--- config.mk ---
export PLATFORM = sky130hd
export DESIGN_NAME = reset_sequencer
export DESIGN_NICKNAME = d
export VERILOG_FILES = /design/src/rtl/reset_sequencer_pkg.sv /design/src/rtl/button_debounce.sv /design/src/rtl/reset_sequencer.sv
export SDC_FILE = /design/constraint.sdc
export NUM_CORES = 1
export LEC_CHECK = 0
export BUFFER_PORTS_ARGS = -buffer_cell sky130_fd_sc_hd__buf_4
export CAP_MARGIN = 40
export CORE_ASPECT_RATIO = 1.25
export CORE_MARGIN = 2
export CORE_UTILIZATION = 50
export DETAILED_ROUTE_END_ITERATION = 6
export HOLD_SLACK_MARGIN = 0.15
export PLACE_DENSITY = 0.67
export SETUP_SLACK_MARGIN = 0.4
export SKIP_CTS_REPAIR_TIMING = 1
export SYNTH_ARGS = -nofsm -noshare
export SYNTH_HDL_FRONTEND = slang
export SYNTH_SLANG_ARGS = --single-unit
--- constraint.sdc ---
create_clock -name clk -period 4 [get_ports clk]
set_input_delay 0.8 -clock clk [delete_from_list [all_inputs] [get_ports clk]]
set_output_delay 0.8 -clock clk [all_outputs]
set_load 0.03 [all_outputs]
--- src/rtl/reset_sequencer_pkg.sv ---
// Shared types for the boot/reset sequencer: state encoding (also driven out
// on seq_state for LEDs/debug), default timing constants and the output decode.
package reset_sequencer_pkg;

  typedef enum logic [2:0] {
    ST_HOLD    = 3'd0,
    ST_SDINIT  = 3'd1,
    ST_HOSTRUN = 3'd2,
    ST_RUN     = 3'd3,
    ST_WARM    = 3'd4,
    ST_SOFT    = 3'd5,
    ST_PRESSED = 3'd6,
    ST_RECONF  = 3'd7
  } seq_state_t;

  localparam int SETTLE_CYCLES_DEF     = 4096;
  localparam int DEBOUNCE_CYCLES_DEF   = 65535;
  localparam int WARM_CYCLES_DEF       = 1024;
  localparam int LONG_PRESS_CYCLES_DEF = 16777215;
  localparam int CNT_W_DEF             = 24;

  typedef struct packed {
    logic sdram_n;
    logic host_n;
    logic main_n;
    logic reconf;
  } rst_out_t;

  function automatic rst_out_t state_outputs(seq_state_t s);
    rst_out_t o;
    o = '0;
    case (s)
      ST_HOLD:    o = '{sdram_n: 1'b0, host_n: 1'b0, main_n: 1'b0, reconf: 1'b0};
      ST_SDINIT:  o = '{sdram_n: 1'b1, host_n: 1'b0, main_n: 1'b0, reconf: 1'b0};
      ST_HOSTRUN: o = '{sdram_n: 1'b1, host_n: 1'b1, main_n: 1'b0, reconf: 1'b0};
      ST_RUN:     o = '{sdram_n: 1'b1, host_n: 1'b1, main_n: 1'b1, reconf: 1'b0};
      ST_WARM:    o = '{sdram_n: 1'b1, host_n: 1'b0, main_n: 1'b0, reconf: 1'b0};
      ST_SOFT:    o = '{sdram_n: 1'b1, host_n: 1'b1, main_n: 1'b0, reconf: 1'b0};
      ST_PRESSED: o = '{sdram_n: 1'b1, host_n: 1'b0, main_n: 1'b0, reconf: 1'b0};
      ST_RECONF:  o = '{sdram_n: 1'b1, host_n: 1'b0, main_n: 1'b0, reconf: 1'b1};
      default:    o = '0;
    endcase
    return o;
  endfunction

endpackage

--- src/rtl/button_debounce.sv ---
// Reset button conditioning: 2-flop synchroniser, stability counter and
// single-cycle registered press/release events on debounced edges.
module button_debounce
  import reset_sequencer_pkg::*;
#(
  parameter int DEBOUNCE_CYCLES = DEBOUNCE_CYCLES_DEF
) (
  input  logic clk,
  input  logic n_reset,
  input  logic button_n,
  output logic press_ev,
  output logic release_ev
);

  localparam int CW = (DEBOUNCE_CYCLES > 1) ? $clog2(DEBOUNCE_CYCLES) : 1;
  localparam logic [CW-1:0] LAST = CW'(DEBOUNCE_CYCLES - 1);

  logic [1:0]    sync_q;
  logic [CW-1:0] cnt_q;
  logic          deb_q;
  logic          flip;

  // Nth consecutive sample disagreeing with the debounced level
  assign flip = (sync_q[1] != deb_q) && (cnt_q == LAST);

  always_ff @(posedge clk or negedge n_reset) begin
    if (!n_reset) begin
      sync_q     <= 2'b11;
      cnt_q      <= '0;
      deb_q      <= 1'b1;
      press_ev   <= 1'b0;
      release_ev <= 1'b0;
    end else begin
      sync_q <= {sync_q[0], button_n};
      if (sync_q[1] == deb_q || flip) cnt_q <= '0;
      else                            cnt_q <= cnt_q + CW'(1);
      if (flip) deb_q <= sync_q[1];
      press_ev   <= flip & deb_q;
      release_ev <= flip & ~deb_q;
    end
  end

endmodule

--- src/rtl/reset_sequencer.sv ---
// Boot/reset sequencer: SDRAM first, then host CPU, then main 68k on host
// release; button gives warm reset (short) or reconfiguration (long).
module reset_sequencer
  import reset_sequencer_pkg::*;
#(
  parameter int SETTLE_CYCLES     = SETTLE_CYCLES_DEF,
  parameter int DEBOUNCE_CYCLES   = DEBOUNCE_CYCLES_DEF,
  parameter int WARM_CYCLES       = WARM_CYCLES_DEF,
  parameter int LONG_PRESS_CYCLES = LONG_PRESS_CYCLES_DEF,
  parameter int CNT_W             = CNT_W_DEF
) (
  input  logic       clk,
  input  logic       n_reset,
  input  logic       button_n,
  input  logic       sdram_ready,
  input  logic       host_release_main,
  input  logic       soft_reset_req,
  output logic       sdram_reset_n,
  output logic       host_reset_n,
  output logic       main_reset_n,
  output logic       reconfigure,
  output logic [2:0] seq_state
);

  localparam logic [CNT_W-1:0] SETTLE_LAST = CNT_W'(SETTLE_CYCLES - 1);
  localparam logic [CNT_W-1:0] WARM_LAST   = CNT_W'(WARM_CYCLES - 1);
  localparam logic [CNT_W-1:0] LONG_LAST   = CNT_W'(LONG_PRESS_CYCLES - 1);

  seq_state_t       state_q, state_d;
  logic [CNT_W-1:0] cnt_q, cnt_d;
  rst_out_t         out_q;
  logic             press_ev, release_ev;

  button_debounce #(.DEBOUNCE_CYCLES(DEBOUNCE_CYCLES)) u_btn (
    .clk        (clk),
    .n_reset    (n_reset),
    .button_n   (button_n),
    .press_ev   (press_ev),
    .release_ev (release_ev)
  );

  // Outputs decoded from the current state and registered: glitch-free, one cycle behind
  always_ff @(posedge clk or negedge n_reset) begin
    if (!n_reset) begin
      state_q <= ST_HOLD;
      cnt_q   <= '0;
      out_q   <= '0;
    end else begin
      state_q <= state_d;
      cnt_q   <= cnt_d;
      out_q   <= state_outputs(state_q);
    end
  end

  always_comb begin
    state_d = state_q;
    case (state_q)
      ST_HOLD:
        if (cnt_q == SETTLE_LAST) state_d = ST_SDINIT;
      ST_SDINIT:
        if (sdram_ready) state_d = ST_HOSTRUN;
      ST_HOSTRUN:
        if (!sdram_ready)           state_d = ST_HOLD;
        else if (press_ev)          state_d = ST_PRESSED;
        else if (host_release_main) state_d = ST_RUN;
      ST_RUN:
        if (!sdram_ready)            state_d = ST_HOLD;
        else if (press_ev)           state_d = ST_PRESSED;
        else if (soft_reset_req)     state_d = ST_SOFT;
        else if (!host_release_main) state_d = ST_HOSTRUN;
      ST_WARM:
        if (!sdram_ready)           state_d = ST_HOLD;
        else if (cnt_q == WARM_LAST) state_d = ST_HOSTRUN;
      ST_SOFT:
        if (!sdram_ready)            state_d = ST_HOLD;
        else if (press_ev)           state_d = ST_PRESSED;
        else if (cnt_q == WARM_LAST) state_d = host_release_main ? ST_RUN : ST_HOSTRUN;
      ST_PRESSED:
        if (!sdram_ready)            state_d = ST_HOLD;
        else if (release_ev)         state_d = ST_WARM;
        else if (cnt_q == LONG_LAST) state_d = ST_RECONF;
      ST_RECONF:
        state_d = ST_RECONF;
      default:
        state_d = ST_HOLD;
    endcase
  end

  // Cleared on state entry, saturating otherwise
  always_comb begin
    cnt_d = cnt_q;
    if (state_d != state_q) cnt_d = '0;
    else if (!(&cnt_q))     cnt_d = cnt_q + CNT_W'(1);
  end

  assign sdram_reset_n = out_q.sdram_n;
  assign host_reset_n  = out_q.host_n;
  assign main_reset_n  = out_q.main_n;
  assign reconfigure   = out_q.reconf;
  assign seq_state     = state_q;

endmodule

==> metrics.log <==
INFO  metric worstHoldPathType = register to register
INFO  metric finalHoldViolations = 0
INFO  metric cts_clock_pin_slew_for_the_worst_setup_and_hold_paths = 0.10 ns
INFO  metric die_x = just over 70 µm
INFO  metric post_synth_instance_area = around 0.0028 mm²
INFO  metric slew-limit-headroom = 0.572
INFO  metric grt_pass1_wl = around 8600 µm
INFO  metric p_leak = 1.32 nW
INFO  metric detailedRoute.firstIterationViolations = 138
INFO  metric power.density_cell_area = 360 mW/mm²
INFO  metric synth_nets = 293
INFO  metric criticalPathCategory = register to register
INFO  metric cp-start-kind = register
INFO  metric critPathCaptureType = register
INFO  metric tightestPinTransition = 0.641 ns
INFO  metric max_freq = roughly 0.39 GHz
INFO  metric critPathTopFamily = compound AO/OA/AOI/OAI gates
INFO  metric post_synthesis_sequential_element_count = 52
INFO  metric htree_levels = 2
INFO  metric detailedPlacementHpwl = 3340 µm
INFO  metric layout.cell_area.non_filler = 0.00299 mm²
INFO  metric wirelength = 4750 µm
INFO  metric synth-edff-count = 0
INFO  metric port_buffers = 12
INFO  metric area_of_the_die = 0.00615 mm²
INFO  metric critical-path-slowest-cell = o311ai_4
INFO  metric design.final.nets = 304
INFO  metric ios = 13
INFO  metric global_route.usage.total = 0.174
INFO  metric layout_worst_path_cycle_share = 0.641
INFO  metric detailed_place.area = 0.00290 mm²
INFO  metric critical-path-max-stage-delay = roughly 0.57 ns
INFO  metric post-layout-total-power = approximately 1.1 mW
INFO  metric cells_traversed_along_the_worst_timing_path = ha_1 > and4_4 > nand4_1 > o31ai_1 > o21ai_1 > o311ai_4 > buf_8 > a211oi_1
INFO  metric core_area = 0.00541 mm²
INFO  metric grt_util_met2 = 0.315
INFO  metric finalMaxSlewViolations = 0
INFO  metric initial_utilization = 0.512
INFO  metric groute.layer.met1.usage = 0.211
INFO  metric setup_viol = 0
INFO  metric synth.distinct_cells = 52
INFO  metric path_buf_inv = 1
INFO  metric globalRouteMet3Util = 0.0289
INFO  metric critical_path.max_fanout = 13
INFO  metric syn-instance-count = 283
INFO  metric grt_antenna_before_repair = 0
INFO  metric tritoncts = built
INFO  metric synthesis.area_per_instance = 9.78 µm²
INFO  metric run_status = finished, final reports clean
INFO  metric die_height = ~87 µm
INFO  metric gp_routability_congestion = 0.741
INFO  metric critPathArrivalTime = between 2 and 3 ns
INFO  metric post-route-drc-count = 0
INFO  metric detail-route-antenna-nets = 0
INFO  metric busiest_layer = met2
INFO  metric core.rowCount = 30
INFO  metric cts_max_path_buffers = 2
INFO  metric period_needed = 2.56 ns
INFO  metric clock_tree.root_cell = clkbuf_8
INFO  metric cp.required = 4.18 ns
INFO  metric maximum_number_of_pins_on_one_net_before_global_route_repair = 53
INFO  metric drt_pass1_iterations = 4
INFO  metric synth.yosys.seq_area_share = 0.472
INFO  metric via_count_of_the_first_global_routing_pass = slightly below 2000
INFO  metric ir_worst_vdd = 0.189 mV
INFO  metric layout.cells.non_filler = 359
INFO  metric vias_per_cell = 5.57
INFO  metric async_reset_ff_frac = 1.00
INFO  metric areaGrowthSynthToFinish = 8.05%
INFO  metric layout-drive-gt1-share = 0.139
INFO  metric clock-skew-final = 0.00745 ns
INFO  metric setup_tns = 0 ns
INFO  metric tritoncts_sinks = 52
INFO  metric number_of_buffers_inserted_during_clock_tree_synthesis = 5
INFO  metric postSynth.topFlopCell = dfrtp_1
INFO  metric grt_setup_unrepaired = no
INFO  metric clk_latency = 0.31 ns
INFO  metric avgRoutedWirePerCell = 13.2 µm
INFO  metric maxCapViolations = 0
INFO  metric grt_remaining_overflow = 0
INFO  metric synth_warnings = 0
INFO  metric insertedDiodeCount = 0
INFO  metric vias = 2001
INFO  metric numPlacedInstances = 351
## registers in the layout, summed over array words and instances (netlist names)
name / count
sdram_reset_n: 1
reconfigure: 1
cnt_q: 24
u_btn.press_ev: 1
u_btn.sync_q: 2
host_reset_n: 1
main_reset_n: 1
u_btn.deb_q: 1
seq_state: 3
u_btn.cnt_q: 16
u_btn.release_ev: 1
## synthesized netlist by cell type, types with 2 or more instances
cell type / instances / share of area
o31ai_1: 2 / 0.0054
nand4_1: 14 / 0.032
xnor2_1: 14 / 0.044
nor2_2: 5 / 0.011
or3_1: 4 / 0.0090
nor3_1: 7 / 0.013
nor2b_1: 2 / 0.0045
buf_6: 2 / 0.0081
nor2_1: 47 / 0.064
xor2_1: 20 / 0.063
o21ai_0: 9 / 0.016
buf_2: 4 / 0.0072
and4_1: 3 / 0.0095
a22o_1: 2 / 0.0063
nor3b_1: 2 / 0.0054
a31oi_1: 2 / 0.0045
and3_1: 7 / 0.016
mux2_2: 2 / 0.0081
ha_1: 4 / 0.018
clkbuf_1: 2 / 0.0027
dfstp_2: 3 / 0.028
inv_1: 6 / 0.0081
nand3_1: 14 / 0.025
nand2b_1: 2 / 0.0045
nand2_1: 19 / 0.026
dfrtp_1: 49 / 0.44
nor4_1: 4 / 0.0090
a21oi_1: 5 / 0.0090
a211oi_1: 4 / 0.011
## stage by stage
step                utilization  hold WS (ns)  setup slack [ns]
floorplan                     -         0.345              1.71
global placement          0.533         0.346              1.26
detailed placement        0.536         0.348              1.39
CTS                       0.553         0.363              1.41
global route              0.553         0.368              1.23
finish                    0.553         0.362              1.44
## metal layers
metal	routed length, µm	up-vias
li1	-	1021
met1	2160	947
met2	2390	28
met3	137	5
met4	66	0
met5	0	-
## report_power, final
| part | switching (mW) | leakage (nW) | total [mW] | internal, mW |
|---|---|---|---|---|
| registers | 0.0512 | 0.697 | 0.617 | 0.566 |
| logic | 0.0882 | 0.571 | 0.149 | 0.0612 |
| clock network | 0.180 | 0.0491 | 0.309 | 0.129 |
| total | 0.320 | 1.32 | 1.08 | 0.756 |
## final cells by class
cell class / count / area [µm²]
fill: 478 / 2410
multi-input combinational: 216 / 1380
sequential: 52 / 1310
timing repair buffer: 13 / 105
tap: 64 / 80.1
clock buffer: 5 / 68.8
clock inverter: 3 / 26.3
inverter: 6 / 22.5
## path summary, 6_finish.rpt
| path | cells past startpoint | slack, ns | start | to |
|---|---|---|---|---|
| worst max-delay path | 8 | 1.44 | cnt_q[0]$_DFFE_PN0P_ | cnt_q[2]$_DFFE_PN0P_ |
| min in group asynchronous | 1 | 0.49 | n_reset | main_reset_n$_DFF_PN0_ |
| worst min register to register | 0 | 0.36 | u_btn.sync_q[0]$_DFF_PN1_ | u_btn.sync_q[1]$_DFF_PN1_ |
| worst max register to register | 8 | 1.44 | cnt_q[0]$_DFFE_PN0P_ | cnt_q[2]$_DFFE_PN0P_ |
| max in group asynchronous | 1 | 3.07 | n_reset | cnt_q[4]$_DFFE_PN0P_ |
| worst min-delay path | 0 | 0.36 | u_btn.sync_q[0]$_DFF_PN1_ | u_btn.sync_q[1]$_DFF_PN1_ |
## worst reg2reg max path, stage by stage, from the launching register on
cell and delay (ns):
dfrtp_1 0.42, ha_1 0.27, and4_4 0.26, nand4_1 0.20, o31ai_1 0.28, o21ai_1 0.16, o311ai_4 0.57, buf_8 0.23
a211oi_1 0.05
## cell families after synthesis
kind of cell | count (synthesis) | synth area share
and+or+nand+nor | 142 | 0.274
DFF | 52 | 0.472
xor gates and xnor gates | 34 | 0.108
AOI/OAI and AO/OA | 33 | 0.0882
buffers and inverters | 15 | 0.0289
adders and majority gates | 4 | 0.0181
muxes | 3 | 0.0118
## placed cells by master (no fill, tap or decap), types with 2 or more instances in the layout
master / netlist / final
inv_1: 6 / 6
nor2b_1: 2 / 2
nor2_1: 47 / 47
mux2_2: 2 / 2
xnor2_1: 14 / 14
buf_4: 1 / 12
nor4_1: 4 / 4
a22o_1: 2 / 2
a21oi_1: 5 / 5
clkbuf_8: 0 / 5
or3_1: 4 / 4
inv_6: 0 / 2
and3_1: 7 / 7
dfrtp_1: 49 / 49
ha_1: 4 / 4
and4_1: 3 / 3
a211oi_1: 4 / 4
nor3_1: 7 / 7
a31oi_1: 2 / 2
nor2_2: 5 / 5
nand3_1: 14 / 14
o31ai_1: 2 / 2
nand2_1: 19 / 19
xor2_1: 20 / 20
nand4_1: 14 / 14
nand2b_1: 2 / 2
nor3b_1: 2 / 2
o21ai_0: 9 / 9
dfstp_2: 3 / 3
Power figures use the tool's default switching activity.
